$ cat config.mk
export PLATFORM = sky130hd
export DESIGN_NAME = stack_ram_sequencer
export DESIGN_NICKNAME = d
export VERILOG_FILES = /design/src/rtl/stack_ram_sequencer.sv
export SDC_FILE = /design/constraint.sdc
export NUM_CORES = 1
export LEC_CHECK = 0
export BUFFER_PORTS_ARGS = -buffer_cell sky130_fd_sc_hd__buf_4
export CORE_MARGIN = 8
export CORE_UTILIZATION = 55
export DETAILED_ROUTE_END_ITERATION = 12
export PLACE_DENSITY = 0.71
export RECOVER_POWER = 100
export SLEW_MARGIN = 20
export SYNTH_ARGS = -nofsm -noshare
export SYNTH_HDL_FRONTEND = slang
export SYNTH_SLANG_ARGS = --single-unit
$ cat constraint.sdc
create_clock -name clock -period 3.4 [get_ports clock]
set_input_delay 0.34 -clock clock [delete_from_list [all_inputs] [get_ports clock]]
set_output_delay 0.34 -clock clock [all_outputs]
set_load 0.05 [all_outputs]
$ cat src/rtl/stack_ram_sequencer.sv
// Stack RAM sequencer: runs PUSH/POP/CALL/RET against a 2**ADDR_W-byte RAM,
// driving the external stack pointer and addressing the RAM with its returned value.
module stack_ram_sequencer #(
  parameter int ADDR_W = 7,
  parameter int DATA_W = 8
) (
  input  logic        clock,
  input  logic        reset,
  input  logic        cmd_valid,
  output logic        cmd_ready,
  input  logic [1:0]  cmd_op,
  input  logic [15:0] cmd_data,
  output logic [15:0] rd_data,
  output logic        done,
  output logic        busy,
  output logic        sp_push,
  output logic        sp_pop,
  output logic        sp_rd,
  input  logic [7:0]  sp_in,
  output logic        ovf,
  output logic        udf,
  input  logic        flag_clr
);

  localparam logic [1:0] OP_PUSH = 2'b00;
  localparam logic [1:0] OP_POP  = 2'b01;
  localparam logic [1:0] OP_CALL = 2'b10;
  localparam logic [1:0] OP_RET  = 2'b11;

  localparam logic [7:0] SP_TOP   = 8'h7F;
  localparam logic [7:0] SP_RESET = 8'h07;

  typedef enum logic [2:0] {
    S_IDLE,
    S_INC,
    S_WR,
    S_RD,
    S_DEC,
    S_DONE
  } state_t;

  state_t state;
  state_t state_next;

  logic [1:0]        op_p0;
  logic [15:0]       data_p0;
  logic              byte_idx;
  logic [7:0]        shadow_sp;
  logic              accept;
  logic              ovf_set;
  logic              udf_set;
  logic [ADDR_W-1:0] ram_addr;
  logic [DATA_W-1:0] ram_q;
  logic [DATA_W-1:0] wr_byte;

  logic [DATA_W-1:0] mem [2**ADDR_W];

  assign ram_addr = sp_in[ADDR_W-1:0];
  assign ram_q    = mem[ram_addr];
  assign wr_byte  = byte_idx ? data_p0[15:8] : data_p0[7:0];

  // The stack pointer value is not visible during INC/DEC, so the range
  // checks run on the locally tracked shadow copy instead of sp_in.
  assign ovf_set = (state == S_INC) && (shadow_sp == SP_TOP);
  assign udf_set = (state == S_DEC) && (shadow_sp == 8'h00);

  always_ff @(posedge clock) begin
    if (!reset) begin
      state <= S_IDLE;
    end else begin
      state <= state_next;
    end
  end

  always_comb begin
    state_next = state;
    cmd_ready  = 1'b0;
    busy       = 1'b1;
    done       = 1'b0;
    sp_push    = 1'b0;
    sp_pop     = 1'b0;
    sp_rd      = 1'b0;
    accept     = 1'b0;
    case (state)
      S_IDLE: begin
        busy      = 1'b0;
        cmd_ready = 1'b1;
        sp_rd     = cmd_valid & reset;
        if (cmd_valid) begin
          accept = 1'b1;
          if (cmd_op == OP_PUSH || cmd_op == OP_CALL) begin
            state_next = S_INC;
          end else begin
            state_next = S_RD;
          end
        end
      end
      S_INC: begin
        sp_push    = 1'b1;
        state_next = S_WR;
      end
      S_WR: begin
        sp_rd = 1'b1;
        if (op_p0 == OP_CALL && !byte_idx) begin
          state_next = S_INC;
        end else begin
          state_next = S_DONE;
        end
      end
      S_RD: begin
        sp_rd      = 1'b1;
        state_next = S_DEC;
      end
      S_DEC: begin
        sp_pop = 1'b1;
        if (op_p0 == OP_RET && !byte_idx) begin
          state_next = S_RD;
        end else begin
          state_next = S_DONE;
        end
      end
      S_DONE: begin
        done       = 1'b1;
        state_next = S_IDLE;
      end
      default: begin
        busy       = 1'b0;
        state_next = S_IDLE;
      end
    endcase
  end

  // Stage p0: command captured at accept, held for the whole sequence
  always_ff @(posedge clock) begin
    if (accept) begin
      op_p0   <= cmd_op;
      data_p0 <= cmd_data;
    end
  end

  always_ff @(posedge clock) begin
    if (!reset) begin
      byte_idx  <= 1'b0;
      shadow_sp <= SP_RESET;
      rd_data   <= 16'h0000;
      ovf       <= 1'b0;
      udf       <= 1'b0;
    end else begin
      case (state)
        S_IDLE: begin
          byte_idx <= 1'b0;
          if (cmd_valid) begin
            shadow_sp <= sp_in;
          end
        end
        S_INC: begin
          shadow_sp <= (shadow_sp == SP_TOP) ? 8'h00 : shadow_sp + 8'd1;
        end
        S_WR: begin
          shadow_sp <= sp_in;
          if (op_p0 == OP_CALL) begin
            byte_idx <= 1'b1;
          end
        end
        S_RD: begin
          shadow_sp <= sp_in;
          if (op_p0 == OP_POP) begin
            rd_data <= {8'h00, ram_q};
          end else if (!byte_idx) begin
            rd_data[15:8] <= ram_q;
          end else begin
            rd_data[7:0] <= ram_q;
          end
        end
        S_DEC: begin
          shadow_sp <= shadow_sp - 8'd1;
          if (op_p0 == OP_RET) begin
            byte_idx <= 1'b1;
          end
        end
        default: begin
        end
      endcase
      // A fresh set outranks a clear arriving on the same edge.
      if (ovf_set) begin
        ovf <= 1'b1;
      end else if (flag_clr) begin
        ovf <= 1'b0;
      end
      if (udf_set) begin
        udf <= 1'b1;
      end else if (flag_clr) begin
        udf <= 1'b0;
      end
    end
  end

  // RAM contents survive reset; a reset edge just suppresses the write.
  always_ff @(posedge clock) begin
    if (reset && state == S_WR) begin
      mem[ram_addr] <= wr_byte;
    end
  end

endmodule

# After elaboration in Yosys (flattened, before gate mapping)
# Memory sizes are Yosys's and may differ from the RTL's.
# Index checks and enable logic that the tools add are counted.
totals:
  memories: 1
  mem_bits_rw: 1024
  mem_bits_ro: 0
  latch_bits: 0
  ff_bits: 48
  output_inout_bits: 24
memory_table:
  columns: ["name", "words", "width", "rd", "rd_ports_with_merged_regs", "wr", "line_no", "rtl"]
  rows:
  - ["mem", 128, 8, 1, 0, 1, "56", "logic [DATA_W-1:0] mem [2**ADDR_W];"]
classes:
  shift: 0
  add_sub_neg: 2
  n_mux: 28
  n_eq_ne: 14
  mul: 0
  reduce_logical: 21
  magnitude_cmp: 0
  n_div: 0
  bitwise_logic: 1
op_table:
  columns: ["cell", "n"]
  rows:
  - ["$mux W8", 5]
  - ["$pmux W8 S4", 1]
  - ["$mux W16", 1]
  - ["$pmux W3 S5", 1]
  - ["$mux W1", 14]
  - ["$mux W3", 3]
  - ["$add A8 B1 Y8 const B", 1]
  - ["$eq A8 B7 Y1 const B", 1]
  - ["$logic_not A8 Y1", 1]
  - ["$sub A8 B1 Y8 const B", 1]
  - ["$eq A2 B2 Y1 const B", 3]
  - ["$eq A3 B2 Y1 const B", 2]
  - ["$eq A3 B3 Y1 const B", 2]
  - ["$reduce_and A2 Y1", 3]
  - ["$reduce_bool A2 Y1", 3]
  - ["$logic_and A1 B1 Y1", 5]
  - ["$reduce_or A5 Y1", 1]
  - ["$ne A2 B1 Y1 const B", 2]
  - ["$ne A2 B2 Y1 const B", 2]
  - ["$reduce_bool A4 Y1", 1]
  - ["$eq A3 B1 Y1 const B", 1]
  - ["$logic_not A3 Y1", 1]
  - ["$pmux W1 S3", 1]
  - ["$reduce_and A3 Y1", 1]
  - ["other kinds (9)", 9]

# Depth between registers and ports, before layout
# Gate-level depths: netlist (run 1).
depth:
  ltp_word: 5
  ltp_mapped: 9
  ltp_nobuf: 7

# Worst setup path after synthesis (run 1)
# OpenSTA, ideal clock, no wires.
synth_timing:
  path_type: "register to output"
  start: "reg state[0]"
  end: "out sp_rd"
  n_path_buf: 1
  slack_ns: 0.741
  path_stages_with_launch: 6
  arrival_time_ns: 2.319
  cell_sequence: "dfxtp_1 clkbuf_1 or3_1 inv_1 and2_1 a21o_1"
synth_via:
  elab_chain_cells: 3
  elab_cells_between_ends: 5
  cone_classes: "2 x eq/ne; 1 x mux; 2 x reduce/logical"
synth_rtl:
  columns: ["item", "line_no", "rtl"]
  rows:
  - ["start: declaration", "42", "state_t state;"]
  - ["start signal: assignment", "71", "state <= state_next;"]
  - ["$eq A3 B2 Y1", "84", "case (state)"]
  - ["$reduce_or A2 Y1 (no line)", null, null]
  - ["$pmux W1 S2 *", "84", null]
  - ["end: declaration", "18", "output logic sp_rd,"]
# Every way passes the cells marked *; elsewhere a longest branch is shown, timed or not.

# Final worst setup path (run 1)
layout_timing:
  start: "in sp_in[0]"
  end: "reg rd_data[5]"
layout_via:
  elab_chain_cells: 3
layout_rtl:
  columns: ["item", "line_no", "rtl"]
  rows:
  - ["start: declaration", "19", "input logic [7:0] sp_in,"]
  - ["$mem_v2 Z128 W8 *", null, null]
  - ["$mux W8", "169", "end else if (!byte_idx) begin"]
  - ["$mux W16 *", "167", "if (op_p0 == OP_POP) begin"]
  - ["end signal: assignment", "168", "rd_data <= {8'h00, ram_q};"]
  - ["end signal: assignment", "172", "rd_data[7:0] <= ram_q;"]
  - ["end: declaration", "13", "output logic [15:0] rd_data,"]
# Every way passes the cells marked *; elsewhere a longest branch is shown, timed or not. The select of a mux whose other input is x is not followed.
# A chain may end at the register's enable or synchronous reset.

==> metrics.md, run 1 <==
| Metric | Value |
|---|---|
| FMAX | `319 MHz` |
| Starting DRT DRC Count | `3016` |
| Leakage Power | `16.6 nW` |
| Main combinational cell family by area after synthesis | `multiplexers` |
| Nets | `2799` |
| Critical path's top delay family | `compound AO/OA/AOI/OAI gates` |
| PortBufs | `53` |
| Critical path depth in cells | `9` |
| XOR/XNOR share of the synthesized area | `0.104%` |
| Reg2reg end | `mem[111][6]` |
| Syn_nets | `2537` |
| WL final | `104000 um` |
| Pin count of the biggest net entering global routing | `81` |
| Critical path, cell by cell | `buf_8, buf_12, clkbuf_2, mux2i_1, o22ai_1, nor2_1, a41oi_2, a2111oi_0, a21oi_1` |
| Sequential fraction of the synthesis area | `75.5%` |
| Setup violations, final | `0` |
| Worst R2R Start | `byte_idx` |
| First-pass GRT wire length | `154000 um` |
| Post-route ant nets | `0` |
| Synth Area in Compound Gates | `5.86%` |
| R2r setup slk | `0.42 ns` |
| HP Class | `input port to register` |
| Cell Pwr Density | `589 mW/mm^2` |
| Die Wd | `293 um` |
| CP max FO | `52` |
| Inst Count DP | `3669` |
| Number of remaining DRC errors | `0` |
| CP max stage delay | `1.00 ns` |
| Worst path slowest cell | `a2111oi_0` |
| Critical path required time | `3.91 ns` |
| Worst setup path end | `rd_data[5]` |
| Post-synth EDFFs | `1042` |
| Cell count after synthesis | `2504` |
| Simple-gate share of the synthesized area | `4.04%` |
| Synthesized area | `0.0422 sq mm` |
| Ratio of cells with drive above 1 in the final layout | `12.3%` |
| Area grow syn2layout | `14.4%` |
| Crit. End Element | `register` |
| Library cells used by synthesis | `55` |
| Max-Cap Viols | `2` |
| Clk root buf | `clkbuf_16` |
| Mux cell area share after synthesis | `12.4%` |
| TritonRoute pass-1 iters | `5` |
| GR Util All Layers | `23.8%` |
| RSZ-0062 raised after global routing | `false` |
| Least-Margin Pin Slew | `1.85 ns` |
| Resized cells post-CTS | `0` |
| DR WL/cell | `26.9 um` |
| Buffers & Inverters on Critical Path | `3` |
| Vias after detailed routing | `23800` |
| Vias per inst | `6.13` |
| Worst slew margin | `-23.6%` |
| Post-synth top flop | `edfxtp_1` |
| Setup TNS | `0 ns` |
| Period utilisation layout | `92.1%` |
| Arr. time, crit path | `3.64 ns` |
| Placed cell areas | `0.0452 sq mm` |
| Count leader, synth | `edfxtp_1` |
| CP startpoint | `sp_in[0]` |
| Top post-synthesis cells by count | `edfxtp_1 (1042), mux2i_1 (513), o22ai_1 (255)` |
| Worst-Skew Late Latency | `0.68 ns` |
| Asr flop ratio synth | `0%` |
| Mean Syn Cell Area | `16.9 sq um` |
| Crit start category | `input port` |
| Pwr Total | `28.5 mW` |
| Dpl hpwl | `67000 um` |
| GP Congestion | `0.908` |
| Global route total overflow | `0` |
| Top cells by area, synth | `edfxtp_1 (74%), mux2i_1 (12%), o22ai_1 (3.8%)` |
| Violated checks | `capacitance limit, slew limit` |
| R2R depth | `2` |
| Critical path class | `input port to register` |
| Final Hold Vio Count | `0` |
| Max clock buf depth | `3` |
| CTS tree | `yes` |
| Core ar. | `0.0759 sq mm` |
| Worst Skew | `0.0215 ns` |
| Yosys top cell area share | `74.1%` |
| Worst-path clk slew | `0.06 ns` |
| Num CTS Buffers | `105` |
| I/O Pins | `54` |
| Synth warnings | `0` |
| H-tree Lvls | `3` |
| Largest area contributor in the synthesized netlist | `edfxtp_1` |
| Rows | `101` |
| Post-CTS setup repair buffer count | `0` |
| #FFs+latches synth | `1072` |
| Status | `finished with violations` |
| Number of global-route vias before repair | `23700` |
| Vert. Die Dim | `293 um` |
| Fin area | `0.0483 sq mm` |
| Crit path time final | `3.13 ns` |
| Initial core utilization | `55.6%` |
| Worst vdd ir | `0.000506 V` |
| Final slew viol count | `73` |
| Initial antenna violation count | `3` |
| Adder-Cell Fraction of Synth Area | `0.0889%` |
| Die Area | `0.0859 sq mm` |
| Clock sink count | `1072` |
| Finished Layout Cells | `3885` |
flip-flops by register name, summed over array words and instances, names as in the netlist:
| signal | count |
|---|---|
| udf | 1 |
| byte_idx | 1 |
| ovf | 1 |
| rd_data | 16 |
| state | 3 |
| data_p0 | 16 |
| mem | 1024 |
| op_p0 | 2 |
| shadow_sp | 8 |
worst reg2reg max path, cell delays in order, from the launching register on:
cell and delay [ns]:
dfxtp_1 0.69, mux2_1 1.25, clkbuf_2 0.72
how the worst min path moves through the flow:
stage,startpoint,endpoint,slack [ns],depth (start not counted)
CTS,cmd_valid,state[0],0.02,3
finish,cmd_valid,state[0],0.06,3
floorplan,cmd_data[0],data_p0[0],0.44,0
global route,cmd_valid,state[0],0.07,3
global placement,rd_data[10],rd_data[10],0.44,2
detailed placement,rd_data[9],rd_data[9],0.45,2
through the flow:
stage / util (%) / worst slack [ns] / hold slack, ns
CTS: 64.3 / 0.698 / 0.0219
detailed placement: 59.5 / -0.000794 / 0.451
global placement: 59.5 / 0.0510 / 0.442
global route: 63.6 / 0.279 / 0.0675
finish: 63.6 / 0.268 / 0.0560
floorplan: - / 0.741 / 0.439
cells by family after synthesis:
kind of cell / count (synthesis)
xor+xnor: 5
compound gates: 365
simple gates: 379
buf+inv: 159
flops: 1072
mux: 521
fa+ha+maj: 3
per-layer routing:
| layer | share of wire [%] | GRT usage (%) | vias up |
|---|---|---|---|
| met4 | 4.2 | 9.75 | 2 |
| met2 | 48 | 38.8 | 1119 |
| li1 | - | - | 10500 |
| met1 | 39 | 32.1 | 12000 |
| met3 | 8.4 | 3.98 | 219 |
| met5 | 0.011 | 0 | - |
cells in the final DEF (no fill, tap or decap), types with 25 or more instances in the layout:
| cell | instances |
|---|---|
| buf_12 | 25 |
| clkbuf_16 | 105 |
| nand2_1 | 48 |
| buf_4 | 124 |
| o22ai_1 | 255 |
| nor2_1 | 247 |
| mux2i_1 | 513 |
| clkbuf_1 | 128 |
| edfxtp_1 | 1042 |
| dfxtp_1 | 30 |
| clkinv_1 | 25 |
where the power goes:
group	internal (mW)	switching, mW	total (mW)
sequential	15.0	0.0701	15.1
combinational	0.542	1.48	2.02
clock	6.47	4.89	11.4
total	22.0	6.44	28.5
what timing repair did:
| item | 4_1_cts | 5_1_grt |
|---|---|---|
| endpoints found under the setup margin | 0 | 0 |
| hold buffers | 20 | 0 |
| endpoints found under the hold margin | 24 | 0 |
cell type report:
type,count,area (sq um)
multi-input combinational,1273,9460
antenna,2,5.00
sequential,1072,31900
clock buffer,126,2750
tap,1030,1290
timing repair buffer,305,2230
clock inverter,68,654
inverter,9,33.8
fill,5331,27600
(Power assumes the default switching activity.)
==> run 2: changes to the inputs <==
--- a/config.mk
+++ b/config.mk
@@ -6,10 +6,10 @@
 export NUM_CORES = 1
 export LEC_CHECK = 0
 export BUFFER_PORTS_ARGS = -buffer_cell sky130_fd_sc_hd__buf_4
+export CORE_ASPECT_RATIO = 0.9
 export CORE_MARGIN = 8
-export CORE_UTILIZATION = 55
+export CORE_UTILIZATION = 45
 export DETAILED_ROUTE_END_ITERATION = 12
-export PLACE_DENSITY = 0.71
 export RECOVER_POWER = 100
 export SLEW_MARGIN = 20
 export SYNTH_ARGS = -nofsm -noshare
==> constraint.sdc (replaced) <==
create_clock -name clock -period 2.66 [get_ports clock]
set_input_delay 0.266 -clock clock [delete_from_list [all_inputs] [get_ports clock]]
set_output_delay 0.266 -clock clock [all_outputs]
set_load 0.05 [all_outputs]
==> run 2 against run 1 <==
  * The run ends with setup timing left
  * Global-route usage down 2.8 points
  * Combinational power up 40%
  * Sequential share of layout area down 1.8 points
  * Die area up 21%
  * Sequential power up 28%
  * Clock-buffer cell count up 3
  * Critical path depth up 1
  * Critical endpoint is now rd_data[12]
  * Largest cell class unchanged
==> metrics.md, run 2 (same netlist as run 1, synthesis figures left out) <==
| Metric | Value |
|---|---|
| Seq pwr share | `51.6% (-1.4 points)` |
| RSZ-0062 raised after global routing | `false` |
| DR WL/cell | `26.8 um (-0.23%)` |
| Critical path class | `input port to register` |
| Period utilisation layout | `104%` |
| Switching Share | `22.1% (-0.52 points)` |
| Violated checks | `setup timing` |
| Global route total overflow | `0 (unchanged)` |
| Starting DRT DRC Count | `2252 (-25%)` |
| PortBufs | `53 (unchanged)` |
| Largest regs | `mem x1024, data_p0 x16, rd_data x16` |
| Num CTS Buffers | `105 (unchanged)` |
| Finished Layout Cells | `4207 (+8.3%)` |
| Critical path required time | `3.21 ns (-0.70 ns)` |
| Largest register FFs | `1024 (unchanged)` |
| CP max FO | `16 (-69%)` |
| Pwr Total | `37.4 mW (+31%)` |
| Commonest cells after routing, fill and taps aside | `edfxtp_1 (1042), mux2i_1 (513), o22ai_1 (255)` |
| HP Class | `input port to register` |
| Number of global-route vias before repair | `23800 (+0.46%)` |
| Max-Cap Viols | `0 (-2)` |
| Fin area | `0.0496 sq mm (+2.7%)` |
| Clk root buf | `clkbuf_16` |
| Dpl hpwl | `74200 um (+11%)` |
| Pin count of the biggest net entering global routing | `87 (+7.4%)` |
| Die Area | `0.104 sq mm (+21%)` |
| Core ar. | `0.0930 sq mm (+22%)` |
| Int Pwr | `29.1 mW (+32%)` |
| FMAX | `362 MHz` |
| Setup violations, final | `2 (+2)` |
| Vert. Die Dim | `307 um (+4.6%)` |
| Status | `finished with violations` |
| Cell Pwr Density | `753 mW/mm^2 (+28%)` |
| Gate power share | `7.5% (+0.4 points)` |
| Placed cell areas | `0.0466 sq mm (+3.2%)` |
| Inst Count DP | `3988 (+8.7%)` |
| Vias after detailed routing | `24300 (+2.1%)` |
| Least-Margin Pin Slew | `1.34 ns (-0.517 ns)` |
| Arr. time, crit path | `3.31 ns (-0.33 ns)` |
| Final Hold Vio Count | `0 (unchanged)` |
| Post-route ant nets | `0 (unchanged)` |
| TritonRoute pass-1 iters | `6 (+1)` |
| GR Util All Layers | `21.0% (-2.8 points)` |
| Final worst setup slack | `-0.101 ns (-0.369 ns)` |
| Commonest non-fill, non-tap cell in the layout | `edfxtp_1` |
| Clock sink count | `1072 (unchanged)` |
| Clock share of power | `40.9% (+1.0 points)` |
| Crit. End Element | `register` |
| GP Congestion | `0.881 (-3.0%)` |
| Number of remaining DRC errors | `0 (unchanged)` |
| Leakage Power | `17.2 nW (+4.0%)` |
| Crit path time final | `2.76 ns` |
| Initial core utilization | `45.4% (-10 points)` |
| WL final | `113000 um (+8.0%)` |
| Crit start category | `input port` |
| Vias per inst | `5.78 (-5.7%)` |
| P_sw | `8.26 mW (+28%)` |
| Die Wd | `339 um (+16%)` |
| Biggest register | `mem` |
| Worst slew margin | `10.8% (+34 points)` |
| Rows | `106 (+5.0%)` |
| Max clock buf depth | `3 (unchanged)` |
| Worst vdd ir | `0.000817 V (+62%)` |
| I/O Pins | `54 (unchanged)` |
| Worst-path clk slew | `0.07 ns (about the same)` |
| Worst-Skew Late Latency | `0.68 ns (about the same)` |
| CTS tree | `yes` |
| Area grow syn2layout | `17.5%` |
| Worst path slowest cell | `a2111oi_0` |
| Ratio of cells with drive above 1 in the final layout | `15.9% (+3.5 points)` |
| Worst Skew | `0.0243 ns (+0.00275 ns)` |
| Nets | `2911 (+4.0%)` |
| Fill count | `7435 (+39%)` |
| CP max stage delay | `0.73 ns (-0.27 ns)` |
| First-pass GRT wire length | `163000 um (+6.2%)` |
| H-tree Lvls | `3 (unchanged)` |
| R2r setup slk | `0 ns (-0.42 ns)` |
| Critical path, cell by cell | `clkbuf_2, nand4bb_2, clkbuf_2, o22ai_1, nor2_1, a41oi_1, buf_4, a2111oi_0, buf_4, o21ai_1` |
| Final slew viol count | `0 (-100%)` |
| Initial antenna violation count | `1 (-2)` |
| Final core utilization | `53.4% (-10 points)` |
| Setup TNS | `-0.193 ns (-0.193 ns)` |
[run 2: cell count changes in the layout (fill, tap and decap cells not counted), moves of 5 or more]
cell | previous run | this run
clkbuf_2 | 7 | 73
buf_12 | 25 | 41
buf_4 | 124 | 134
bufinv_16 | 9 | 17
a2111oi_0 | 7 | 2
clkbuf_4 | 17 | 33
a2111oi_2 | 1 | 6
[run 2: worst paths after layout]
| check | startpoint | endpoint | cells after the start |
|---|---|---|---|
| hold reg to reg | rd_data[8] | rd_data[8] | 2 |
| setup / recovery | sp_in[2] | rd_data[12] | 10 |
| hold / removal | reset | shadow_sp[2] | 3 |
| setup reg to reg | state[0] | mem[41][4] | 7 |
[run 2: what timing repair did]
action	4_1_cts	5_1_grt
hold endpoints to repair	24	0
hold buffers	21	0
setup endpoints to repair	0	1
gates resized for setup	0	2
setup buffers	0	4
[run 2: worst max-delay path: cells and delay by family]
kind                   cells  cell delay [ns]
AO/OA/AOI/OAI              4             1.13
AND/OR/NAND/NOR            2             0.71
buffers and inverters      4             1.17
[run 2: area by class of cell]
type	instances	area, sq um	share of cell area [%]
antenna	1	2.50	0.00504
clock buffer	129	2790	5.62
clock inverter	64	783	1.58
inverter	9	37.5	0.0756
multi-input combinational	1273	9470	19.1
sequential	1072	31900	64.3
tap	1242	1550	3.13
timing repair buffer	417	3100	6.24
[run 2: stage by stage]
| step | setup WS, ns | hold WS [ns] |
|---|---|---|
| 2_1_floorplan | 0.0751 | 0.365 |
| 3_3_place_gp | -0.304 | 0.444 |
| 3_5_place_dp | -0.292 | 0.446 |
| 4_1_cts | 0.0410 | 0.00510 |
| 5_1_grt | 0.00749 | 0.0359 |
| 6_report | -0.101 | 0.0434 |
[run 2: power by group through the flow]
stage          clock, mW  sequential [mW]  combinational [mW]
3_5_place_dp           0             19.6                2.95
2_1_floorplan          0             19.6                1.44
3_3_place_gp           0             19.6                2.89
6_report            15.3             19.3                2.82
5_1_grt             16.1             19.3                2.97
4_1_cts             15.5             19.2                2.98
[run 2: routing by layer]
layer	up-vias	global-route usage [%]	wire [um]
met4	0	5.51	3190
li1	10700	-	-
met3	200	3.79	8430
met5	-	0	0
met1	12400	29.7	48400
met2	1008	33.8	52700
